File: config.mk
export PLATFORM = sky130hd
export DESIGN_NAME = mul_arbiter
export DESIGN_NICKNAME = d
export VERILOG_FILES = /design/src/rtl/mul_arbiter.sv
export SDC_FILE = /design/constraint.sdc
export NUM_CORES = 1
export LEC_CHECK = 0
export ABC_CLOCK_PERIOD_IN_PS = 6950
export CAP_MARGIN = 20
export CELL_PAD_IN_SITES_DETAIL_PLACEMENT = 1
export CELL_PAD_IN_SITES_GLOBAL_PLACEMENT = 1
export CORE_ASPECT_RATIO = 0.75
export CORE_MARGIN = 4
export CORE_UTILIZATION = 47
export DETAILED_ROUTE_END_ITERATION = 10
export PLACE_DENSITY_LB_ADDON = 0.08
export SLEW_MARGIN = 20
export SYNTH_ARGS = -nofsm -noshare
export SYNTH_HDL_FRONTEND = slang
export SYNTH_SLANG_ARGS = --single-unit
File: constraint.sdc
create_clock -name clk -period 6.95 [get_ports clk]
set_input_delay 0.695 -clock clk [delete_from_list [all_inputs] [get_ports clk]]
set_output_delay 0.695 -clock clk [all_outputs]
set_load 0.02 [all_outputs]
File: src/rtl/mul_arbiter.sv
// mul_arbiter: two requesters share one combinational 16x16 signed multiplier.
// Round-robin grant in IDLE, operand capture, one multiply cycle (CALC), then
// the product is held (HOLD) until the consumer takes it.
//
// Ports
//   clk, rst_n                 clock, synchronous active-low reset
//   reqN_valid/a/b/ready       requester N operand handshake (N = 0,1)
//   out_valid/ready            product handshake
//   out_id                     requester that owns out_prod
//   out_prod                   32-bit signed product
//   grant_cnt0/1               accepted-request counters (only when the
//                              MUL_ARB_STATS_EN macro is defined)
//
// Parameter
//   CNT_W                      width of the grant counters
module mul_arbiter #(
  parameter int CNT_W = 16
) (
  input  logic                     clk,
  input  logic                     rst_n,
  input  logic                     req0_valid,
  input  logic signed [15:0]       req0_a,
  input  logic signed [15:0]       req0_b,
  output logic                     req0_ready,
  input  logic                     req1_valid,
  input  logic signed [15:0]       req1_a,
  input  logic signed [15:0]       req1_b,
  output logic                     req1_ready,
  output logic                     out_valid,
  input  logic                     out_ready,
  output logic                     out_id,
  output logic signed [31:0]       out_prod
`ifdef MUL_ARB_STATS_EN
  ,
  output logic [CNT_W-1:0]         grant_cnt0,
  output logic [CNT_W-1:0]         grant_cnt1
`endif
);

  typedef enum logic [1:0] {S_IDLE, S_CALC, S_HOLD} state_t;

  if (CNT_W < 1) begin : g_cnt_w_chk
    $error("mul_arbiter: CNT_W must be at least 1");
  end

  state_t             r_state;
  logic               r_last;   // requester granted most recently
  logic signed [15:0] r_a, r_b;
  logic               r_id;

  logic               w_any;
  logic               w_gnt;
  logic               w_hs;
  logic signed [15:0] w_a, w_b;
  logic signed [31:0] w_prod;

  assign w_any = req0_valid | req1_valid;

  // Tie goes to whoever was not served last; otherwise the lone requester.
  always_comb begin
    w_gnt = req1_valid;
    if (req0_valid && req1_valid) w_gnt = ~r_last;
  end

  // In IDLE the granted requester is always valid, so ready implies handshake.
  assign w_hs       = rst_n && (r_state == S_IDLE) && w_any;
  assign req0_ready = w_hs && !w_gnt;
  assign req1_ready = w_hs &&  w_gnt;

  assign w_a = w_gnt ? req1_a : req0_a;
  assign w_b = w_gnt ? req1_b : req0_b;

  // Shared multiplier sees only the captured operands.
  assign w_prod = r_a * r_b;

  always_ff @(posedge clk) begin
    if (!rst_n) begin
      r_state   <= S_IDLE;
      r_last    <= 1'b1;
      r_a       <= '0;
      r_b       <= '0;
      r_id      <= 1'b0;
      out_valid <= 1'b0;
      out_prod  <= '0;
      out_id    <= 1'b0;
    end else begin
      case (r_state)
        S_IDLE: begin
          if (w_hs) begin
            r_a     <= w_a;
            r_b     <= w_b;
            r_id    <= w_gnt;
            r_last  <= w_gnt;
            r_state <= S_CALC;
          end
        end
        S_CALC: begin
          out_prod  <= w_prod;
          out_id    <= r_id;
          out_valid <= 1'b1;
          r_state   <= S_HOLD;
        end
        S_HOLD: begin
          if (out_ready) begin
            out_valid <= 1'b0;
            r_state   <= S_IDLE;
          end
        end
        default: r_state <= S_IDLE;
      endcase
    end
  end

`ifdef MUL_ARB_STATS_EN
  // Free-running counters, wrap naturally at all-ones.
  always_ff @(posedge clk) begin
    if (!rst_n) begin
      grant_cnt0 <= '0;
      grant_cnt1 <= '0;
    end else begin
      if (req0_ready) grant_cnt0 <= grant_cnt0 + 1'b1;
      if (req1_ready) grant_cnt1 <= grant_cnt1 + 1'b1;
    end
  end
`endif

endmodule

**Yosys cells after proc, flatten, opt, wreduce, memory -nomap -nowiden**

Index checks and enable logic that the tools add are counted.

- Multiplexer cells: 8
- Bitwise logic cells: 2
- Multiply operators: 1
- Reductions and logical operators: 11
- Equal/unequal tests: 4

Operators with widths:

| cell | number |
|---|---|
| $mul A16 B16 Y32 | 1 |
| $mux W16 | 2 |
| $pmux W2 S3 | 1 |
| $reduce_and A2 Y1 | 3 |
| $logic_and A1 B1 Y1 | 5 |
| $mux W2 | 2 |
| $ne A2 B2 Y1 const B | 2 |
| $eq A2 B1 Y1 const B | 1 |
| $eq A2 B2 Y1 const B | 1 |
| $logic_not A2 Y1 | 1 |
| $mux W1 | 2 |
| $pmux W1 S2 | 1 |
| $reduce_bool A2 Y1 | 1 |
| $logic_not A1 Y1 | 1 |
| $not A1 Y1 | 1 |
| $or A1 B1 Y1 | 1 |

- Output and inout bits: 36
- Bits in registers: 70

**Longest topological paths before layout**

Gate-level depths: netlist of run 1.

- Depth after elaboration: 5
- Gate-level depth with buffers: 23

**Worst setup path after synthesis of run 1**

Ideal clock, no wire load.

- Path kind: register -> register
- From: register r_a[15]
- To: register out_prod[30]
- Path slack: 1,115 ps
- Cell stages (with the launch flop): 20
- Data required time: 6,810 ps
- Data arrival time: 5,695 ps
- Buffers on the path: 1
- Cells stage by stage: dfxtp_1 > clkbuf_1 > nand2_1 > inv_1 > fa_1 > fa_1 > fa_1 > fa_1 > fa_1 > inv_1 > fa_1 > inv_1 > ha_1 > a21o_1 > a21o_1 > a21o_1 > a22oi_1 > a21oi_1 > o21ai_0 > o311ai_0

- Cells in the longest elaborated chain, start to end: 1

RTL lines:

| item | line | RTL |
|---|---|---|
| start: declaration | 48 | `logic signed [15:0] r_a, r_b;` |
| start signal: assignment | 90 | `r_a <= w_a;` |
| $mul A16 B16 Y32 | 74 | `assign w_prod = r_a * r_b;` |
| end signal: assignment | 98 | `out_prod <= w_prod;` |
| end: declaration | 32 | `output logic signed [31:0] out_prod` |

Every way passes these cells.
A chain may end at the register's enable or synchronous reset.

**Worst setup path after layout of run 1**

- From: register r_b[3]
- To: register out_prod[29]

- Cells in the longest elaborated chain, start to end: 1

RTL lines:

| item | line | RTL |
|---|---|---|
| start: declaration | 48 |  |
| start signal: assignment | 91 | `r_b <= w_b;` |
| $mul A16 B16 Y32 | 74 |  |

Every way passes these cells.

==> metrics.md, run 1 <==
| Metric | Value |
|---|---|
| Number of synthesized flops with an enable pin | 0 |
| Peak VDD IR | 0.000183 V |
| Switching share of power | ~47% |
| YS warnings | 0 |
| Sequential share of power | roughly 22% |
| Worst-skew pair later-pin latency | roughly 0.37 ns |
| Clock skew | 0.0147 ns |
| Worst setup path class | flop to flop |
| Synth Area in Simple Gates | between 15 and 20% |
| Worst slew margin | a little under half |
| Die H | around 150 um |
| Most frequent cells in the layout | 288 x inv_1, 262 x fa_1, 159 x nand2_1 |
| Largest net degree at the start of global routing | 66 |
| WP data required | 7.19 ns |
| Seq/Total Area, Yosys | 11.1% |
| CP dominant cell by count | fa_1 |
| # diodes | 0 |
| Min Tclk post-route | 6.69 ns |
| Remaining global-route overflow | 0 |
| Multiplexer share of the synthesized area | 2.69% |
| Setup TNS | 0 ns |
| CTS tree | done |
| First-pass GRT wire length | ~60000 um |
| Wirelength, routed | around 37000 um |
| Tightest Pin Transition | 0.817 ns |
| Mapped Cells | 1390 |
| Synth Area in Compound Gates | under 10% |
| RePlAce Congestion | 0.875 |
| Drt pass-1 iters | 4 |
| Worst path max stage delay | slightly above 0.8 ns |
| Die width | approximately 200 um |
| Most used DFF post-synth | dfxtp_1 |
| Final slew viol count | 0 |
| Sw power | roughly 0.0012 W |
| Critical path launch point type | flop |
| CP Max Fanout | 17 |
| Routed vias/inst | ~5.3 |
| Min-delay worst type | flop to flop |
| CTS Buffer Depth | 2 |
| Worst setup EP type | flop |
| Initial antenna violation count | 0 |
| Mapped Area | between 10000 and 15000 um2 |
| Comb pwr share | ~58% |
| CP Cell Sequence | and2_1 -> fa_1 -> fa_1 -> fa_1 -> fa_1 -> fa_1 -> inv_1 -> fa_1 -> inv_1 -> ha_1 -> and4_1 -> nor4bb_1 -> a211oi_1 -> nand3_1 -> a2111oi_2 -> or3_1 -> nand3_1 |
| Final setup violation count | 0 |
| P_int | 0.00136 W |
| Leak | slightly above 7 nW |
| Clk pwr share | roughly 20% |
| Largest family of logic cells by synthesized area | adder cells |
| Clock root buffer master | clkbuf_16 |
| Post-route ant nets | 0 |
| Vias | 9620 |
| Port Buffer Count | 104 |
| Most common cell after layout, fill and taps aside | inv_1 |
| CP Data Arrival Time | between 6 and 7 ns |
| Final net count | ~1900 |
| RSZ-0062 raised after global routing | false |
| # DRC | 0 |
| Num CTS Buffers | 9 |
| Initial Util | between 40% and 50% |
| Fmax | between 0.1 and 0.15 GHz |
| Synth async-reset ratio | 0% |
| 1st-iter DRT viols | between 400 and 500 |
| Post-Synth XOR/XNOR Area | 1.87% |
| # rows | between 50 and 60 |
| Net Count, Synth | between 1500 and 2000 |
| Gr usage total | between 20% and 30% |
| CP max stage cell | dfxtp_1 |
| Avg Cell Area, Syn | 9.10 um2 |
| Post-DP HPWL | approximately 30000 um |
| Layout area overhead | 14.1% |
| Post-CTS Setup Bufs | 0 |
| Routed WL per cell | 20.4 um |
| Hold slack final | ~0.45 ns |
| Core Box Area | about 26000 um2 |
| Synthesized-area fraction occupied by adder cells | between 40% and 50% |
| Final Cycle Share | 96.2% |
| Layout cells sized above 1 | ~4.7% |
| Vias in the first global route | 11026 |
| CTS H-tree lvls | 3 |
| Clock slew seen by the registers of the worst setup and hold paths | 0.07 ns |
| #FFs+latches synth | 70 |
| Clock Sinks | 70 |
| Status | finished clean |
| Endpoints failing hold | 0 |
| Ports | ~110 |
| Hold_buf cts | 0 |
| Die Area | slightly below 30000 um2 |
| Power Density | 177 nW/um2 |
| Distinct cells, synth | 60 |
| Max cap viols | 0 |
[timing repair]
action | 4_1_cts | 5_1_grt
gates resized for setup | 0 | 2
hold endpoints to repair | 0 | 0
endpoints found under the setup margin | 0 | 1
[state kept, by name, indices dropped and copies added (netlist names)]
register / count
r_state: 2
out_valid: 1
r_a: 16
out_prod: 32
r_last: 1
r_b: 16
out_id: 1
r_id: 1
[critical path: cells and delay by family, from the launching register on]
family / cells / cell delay [ns]
fa+ha+maj: 7 / 3.48
simple gates: 6 / 1.23
compound gates: 2 / 0.94
flops: 1 / 0.83
buf+inv: 2 / 0.09
[Yosys cell counts (5+ instances only)]
cell type	instances	share of area, %
and2_1	124	6.1
clkbuf_1	50	1.5
nand2b_1	6	0.30
dfxtp_1	70	11
xor2_1	8	0.55
mux2i_1	34	2.7
a211oi_1	36	2.1
nor2_1	65	1.9
o21bai_1	5	0.30
nor3_1	8	0.32
or3_1	7	0.35
ha_1	82	8.1
buf_1	6	0.18
fa_1	262	41
inv_1	290	8.6
nand2_1	159	4.7
o21ai_0	19	0.75
a21oi_1	39	1.5
a21o_1	14	0.83
xnor2_1	19	1.3
nand3_1	25	0.99
[through the flow]
step	power (W)	utilization, %	worst slack, ns	cell area, um2	cells
after floorplan	0.00152	-	1.11	12600	1390
after global placement	0.00201	53.9	0.444	14100	1809
after detailed placement	0.00205	53.9	0.239	14100	1809
after CTS	0.00259	55.0	0.235	14400	1825
after global routing	0.00277	55.0	0.00278	14400	1825
final	0.00256	55.0	0.264	14400	1825
[routing by layer]
| metal | global-route usage, % | wire length (um) | part of all wire [%] | vias to the layer above |
|---|---|---|---|---|
| met2 | 45.3 | 18300 | 49 | 159 |
| met4 | 7.03 | 769 | 2.1 | 0 |
| met3 | 3.26 | 1300 | 3.5 | 48 |
| met5 | 0 | 0 | 0 | - |
| met1 | 36.0 | 16800 | 45 | 4997 |
| li1 | - | - | - | 4416 |
[kinds of logic (layout without fill, tap and decap cells)]
| group | Yosys count | count (layout) |
|---|---|---|
| XOR/XNOR | 27 | 27 |
| AO/OA/AOI/OAI | 151 | 151 |
| multiplexers | 34 | 34 |
| AND/OR/NAND/NOR | 410 | 410 |
| buffers and inverters | 354 | 445 |
| adder cells (fa/ha/maj) | 344 | 344 |
| flip-flops | 70 | 70 |
[power by group through the flow]
stage	Sequential [W]	Combinational (W)	Clock (W)
after floorplan	0.000529	0.000990	0
after global placement	0.000552	0.00146	0
after detailed placement	0.000554	0.00149	0
after CTS	0.000546	0.00151	0.000533
after global routing	0.000557	0.00166	0.000544
final	0.000549	0.00148	0.000522
[cell type report]
type | count | area [um2]
fillers | 3015 | 11800
clock buffers | 9 | 225
repair buffers | 139 | 1320
inverters | 290 | 1090
well taps | 344 | 430
multi-input cells | 966 | 9890
clock inverters | 7 | 80.1
flip-flops and latches | 70 | 1400
[path summary, 6_finish.rpt]
kind,startpoint,to,slack (ns),cells past startpoint
worst max-delay path,r_b[3],out_prod[29],0.26,17
worst min-delay path,out_prod[17],out_prod[17],0.45,2
worst max register to register,r_b[3],out_prod[29],0.26,17
worst min register to register,out_prod[17],out_prod[17],0.45,2
No activity file was read; power rests on OpenSTA's default activity.
==> run 2, diff against run 1 <==
--- a/constraint.sdc
+++ b/constraint.sdc
@@ -3,2 +3,2 @@
 set_output_delay 0.695 -clock clk [all_outputs]
-set_load 0.02 [all_outputs]
+set_load 0.05 [all_outputs]
==> results of run 2 <==
The final DEF is identical to that of run 1. Status: finished clean.
Main changes from that run: total power 0.00256 W -> 0.00262 W
